--- src/rtl/rand_range.sv ---
// Maps raw LFSR words to an unbiased integer in [0, bound) by masked rejection,
// with a bounded retry count and a subtract-the-bound fallback for fixed worst-case latency.
module rand_range #(
  parameter int LfsrWidth  = 31,
  parameter int OutWidth   = 8,
  parameter int MaxRetries = 3
) (
  input  logic                 clk,
  input  logic                 rst,
  input  logic [LfsrWidth-1:0] lfsr_data,
  output logic                 lfsr_enable,
  input  logic                 req_valid,
  output logic                 req_ready,
  input  logic [OutWidth-1:0]  req_bound,
  output logic                 rsp_valid,
  input  logic                 rsp_ready,
  output logic [OutWidth-1:0]  rsp_value,
  output logic                 rsp_error
);

  localparam int TriesW = $clog2(MaxRetries + 1);
  localparam logic [TriesW-1:0] TriesMax = TriesW'(MaxRetries);

  localparam logic [1:0] S_IDLE   = 2'd0;
  localparam logic [1:0] S_SAMPLE = 2'd1;
  localparam logic [1:0] S_RESP   = 2'd2;

  logic [1:0]          r_state;
  logic [TriesW-1:0]   r_tries;
  logic [OutWidth-1:0] r_bound;
  logic [OutWidth-1:0] r_mask;
  logic [OutWidth-1:0] r_value;
  logic                r_error;

  logic [OutWidth-1:0] w_mask;
  logic [OutWidth-1:0] w_cand;
  logic                w_accept;
  logic                w_last_try;

  // Only the low OutWidth bits of the LFSR word are consumed.
  generate
    if (LfsrWidth > OutWidth) begin : g_unused_hi
      logic w_unused_hi;
      assign w_unused_hi = ^lfsr_data[LfsrWidth-1:OutWidth];
    end
  endgenerate

  // Smear the MSB of (N-1) downward: smallest all-ones mask covering N-1.
  always_comb begin
    w_mask = req_bound - OutWidth'(1);
    for (int i = 1; i < OutWidth; i = i * 2) begin
      w_mask = w_mask | (w_mask >> i);
    end
  end

  assign w_cand     = lfsr_data[OutWidth-1:0] & r_mask;
  assign w_accept   = (w_cand < r_bound);
  assign w_last_try = (r_tries == TriesMax);

  always_ff @(posedge clk or negedge rst) begin
    if (!rst) begin
      r_state <= S_IDLE;
      r_tries <= '0;
      r_bound <= '0;
      r_mask  <= '0;
      r_value <= '0;
      r_error <= 1'b0;
    end else begin
      case (r_state)
        S_IDLE: begin
          if (req_valid) begin
            r_bound <= req_bound;
            r_tries <= '0;
            r_mask  <= w_mask;
            if (req_bound == '0) begin
              r_error <= 1'b1;
              r_value <= '0;
              r_state <= S_RESP;
            end else begin
              r_state <= S_SAMPLE;
            end
          end
        end
        S_SAMPLE: begin
          if (w_accept) begin
            r_value <= w_cand;
            r_state <= S_RESP;
          end else if (w_last_try) begin
            // Candidate is below 2*N, so one subtraction lands in range.
            r_value <= w_cand - r_bound;
            r_state <= S_RESP;
          end else begin
            r_tries <= r_tries + TriesW'(1);
          end
        end
        S_RESP: begin
          if (rsp_ready) begin
            r_error <= 1'b0;
            r_state <= S_IDLE;
          end
        end
        default: r_state <= S_IDLE;
      endcase
    end
  end

  // Handshake outputs decode from state only; no path from req_valid/rsp_ready.
  assign req_ready   = (r_state == S_IDLE);
  assign lfsr_enable = (r_state == S_SAMPLE);
  assign rsp_valid   = (r_state == S_RESP);
  assign rsp_value   = r_value;
  assign rsp_error   = r_error;

endmodule

--- config.mk ---
export PLATFORM = sky130hd
export DESIGN_NAME = rand_range
export DESIGN_NICKNAME = d
export VERILOG_FILES = /design/src/rtl/rand_range.sv
export SDC_FILE = /design/constraint.sdc
export NUM_CORES = 1
export LEC_CHECK = 0
export ABC_AREA = 1
export BUFFER_PORTS_ARGS = -buffer_cell sky130_fd_sc_hd__buf_2
export CAP_MARGIN = 10
export CORE_MARGIN = 2
export CORE_UTILIZATION = 48
export DETAILED_ROUTE_END_ITERATION = 10
export HOLD_SLACK_MARGIN = 0.12
export MAX_ROUTING_LAYER = met4
export PLACE_DENSITY = 0.77
export SYNTH_ARGS = -nofsm -noshare
export SYNTH_HDL_FRONTEND = slang
export SYNTH_SLANG_ARGS = --single-unit
export TNS_END_PERCENT = 10
--- constraint.sdc ---
create_clock -name clk -period 1.75 [get_ports clk]
set_input_delay 0.4375 -clock clk [delete_from_list [all_inputs] [get_ports clk]]
set_output_delay 0.4375 -clock clk [all_outputs]
set_load 0.02 [all_outputs]
==> impl_metrics.toml <==
[timing]
final_min_period_over_clock_period = 1.06
worst_slew_pin_slew_ns = 0.648
hold_viol_final = 0
max_freq_mhz = 537
timing.clock.skew_ns = 0.00437
grt_setup_unrepaired = "yes"
finalSetupViolations = 11
finalHoldWorstSlack_ns = 0.180
final.setup.tns_ns = -0.861
fin_ws_ns = -0.111
fin_crit_ns = 1.86
maxSlewHeadroom = 0.568
count_of_pins_over_their_slew_limit = 0

[global_route]
groute.usage.overall = 0.239
total_grt_overflow = 0
antenna_violations_before_repair = 0
vias_in_the_first_global_route = 2062
grt_first_pass_wirelength_um = 8890
largest_net_degree_at_the_start_of_global_routing = 30

[clock_network]
cts.sink_count = 29
clk_latency_ns = 0.28
worst_setup_hold_path_clk_slew_ns = 0.06
cts_max_level = 2
hold_buffers = 0
numCtsBuffers = 5
root_buffer = "sky130_fd_sc_hd__clkbuf_8"
max-clock-path-buffers = 2
tritoncts = "done"

[synthesis]
async_flop_share = 1.00
synth_edf_count = 0
mean_syn_cell_area_sq_um = 6.73
syn_area_sq_um = 2040
synth.net_count = 358
netlist_instances = 303
dominantRegCellSynth = "sky130_fd_sc_hd__dfrtp_1"
post_synth_num_cell_types = 29
synth_register_bits = 29
synth-seq-area-share = 0.356
number_of_warning_messages_in_the_yosys_log = 0

[critical_path]
startpoint_type = "flop"
timing.critical_path.cells = "nand2_4 -> ha_4 -> inv_2 -> fa_2 -> nand3_2 -> nand3_2 -> nand2_2 -> nand2_4 -> nand3_4 -> nand2_4 -> buf_12 -> nand2_2 -> nand2_1"
worst_ep_required_time_ns = 1.92
worst_setup_path_startpoint = "r_mask[0]"
max_stage_delay_ns = 0.40
regToRegStartpoint = "r_mask[0]"
critical_path_peak_fanout = 10
crit_path_top_delay_cell = "sky130_fd_sc_hd__dfrtp_1"
cp_common_cell = "sky130_fd_sc_hd__nand2_4"
crit_type = "reg2reg"
endpoint_kind = "flop"
crit_arrival_ns = 2.03

[run_status]
outcome = "finished, violations left"
failed_checks = "negative setup slack"

[layout]
area_growth_pct = 35.4
fin_nets = 433
finish.utilization = 0.680
layout_commonest_cell = "sky130_fd_sc_hd__nand2_1"
num_antenna_cells = 0
fillers = 323
layout_common_cells = "123 x sky130_fd_sc_hd__nand2_1, 44 x sky130_fd_sc_hd__inv_1, 38 x sky130_fd_sc_hd__buf_4"
multiInputGateArea_sq_um = 1220
sequential_cell_area_sq_um = 726
share_of_cells_above_drive_strength_1 = 0.285
layoutNonFillerInstCount = 429

[route]
post_drt_wl_per_cell_um = 12.0
routed_antenna_nets = 0
vias = 2129
vias_per_cell = 4.96
routed_metal_1_wire_length_um = 2160
routed_wl_um = 5150
met2_length_um = 2590
detail_route.drc_violations = 0
met3_routed_length_um = 190
detailedRoute.firstPassIterationCount = 5
maxUsedRoutingLayer = "met4"
drt_first_iter_violations = 146

[power]
seq_power_share = 0.227
pwr-share-clk = 0.108
netSwitchingPower_uw = 2200
peak_supply_drop_v = 0.00103
pwr_density_cell_nw_per_um2 = 1760
power_leakage_uw = 0.00159
power.share.switching = 0.454
p_int_uw = 2650
combinational_group_share_of_total_power = 0.666

[die]
die-height_um = 69.2
floorplan.initialDensity = 0.502
die_w_um = 69.2
num_io_pins = 55
coreArea_sq_um = 4060
num_rows = 23
floorplan.die_area_sq_um = 4780

[placed_design]
placement.io_buffers = 31
finalWeightedCongestion = 0.827
placed_cells = 416
dp.final_hpwl_um = 3760

[worst_hold_path]
hold_class = "in2async"

[flow_run]
timing.max_cap.violations = 0
## state kept, by name, summed over array words and instances (netlist names)
| name | count |
|---|---|
| r_bound | 8 |
| r_mask | 8 |
| rsp_value | 8 |
| r_state | 2 |
| r_tries | 2 |
| rsp_error | 1 |
## worst paths after layout
path	end	cells after the start	slack, ns
max	rsp_value[2]	13	-0.11
min	rsp_value[7]	1	0.18
max in group asynchronous	r_mask[0]	1	1.14
min reg2reg	rsp_value[5]	2	0.48
min in group clk	rsp_error	2	0.33
max reg2reg	rsp_value[2]	13	-0.11
## area by class of cell
cell class	count	area share
clock buffers	8	0.0290
flip-flops and latches	29	0.263
well taps	50	0.0227
inverters	50	0.0689
multi-input cells	220	0.441
repair buffers	72	0.175
## cells in the mapped netlist (2+ instances only)
library cell	count	share of area
sky130_fd_sc_hd__a31oi_1	2	0.0061
sky130_fd_sc_hd__nor2_1	19	0.035
sky130_fd_sc_hd__ha_1	11	0.068
sky130_fd_sc_hd__inv_2	3	0.0055
sky130_fd_sc_hd__inv_1	46	0.085
sky130_fd_sc_hd__o21ai_0	16	0.039
sky130_fd_sc_hd__nor2_2	4	0.012
sky130_fd_sc_hd__a21oi_1	5	0.012
sky130_fd_sc_hd__nand3_1	16	0.039
sky130_fd_sc_hd__nand2_2	2	0.0061
sky130_fd_sc_hd__dfrtp_1	29	0.36
sky130_fd_sc_hd__nand2_1	128	0.24
sky130_fd_sc_hd__nand4_1	2	0.0061
sky130_fd_sc_hd__xor2_1	2	0.0086
sky130_fd_sc_hd__nand3b_1	4	0.015
## kinds of logic (layout without fill, tap and decap cells)
group           after synthesis  count (layout)  share of synthesized area
simple gates                179             179                      0.376
buf+inv                      54             130                      0.106
flops                        29              29                      0.356
compound gates               26              26                     0.0718
fa+ha+maj                    12              12                     0.0773
xor+xnor                      3               3                     0.0129
## power groups by stage
stage          Clock (uW)  Sequential, uW  Combinational, uW
6_report              521            1100               3230
5_1_grt               572            1130               3610
4_1_cts               533            1090               3120
3_5_place_dp            0            1100               2890
3_3_place_gp            0            1090               2810
2_1_floorplan           0            1150               1810
## per-layer routing
layer  vias to the layer above  track usage
met5                         -            -
met4                         0        0.144
met3                        19       0.0365
met2                        60        0.381
met1                       972        0.283
li1                       1078            -
## timing repair
item,CTS,global route
buffers inserted,5,0
endpoints found under the setup margin,11,12
pin swaps,4,9
resized for setup,7,10
## through the flow
| stage | area, sq um | setup WS, ns | total power (uW) |
|---|---|---|---|
| finish | 2760 | -0.111 | 4850 |
| global route | 2760 | -0.240 | 5310 |
| detailed placement | 2560 | -0.315 | 3990 |
| CTS | 2730 | -0.118 | 4740 |
| floorplan | 2080 | -0.0848 | 2950 |
| global placement | 2560 | -0.262 | 3900 |
## critical path: cells and delay by family (launching register included)
kind                       cells  cell delay, ns
and+or+nand+nor                9            0.69
adders and majority gates      2            0.48
DFF                            1            0.40
buffers and inverters          2            0.19
Note: power is estimated with default switching activity, not from simulation.
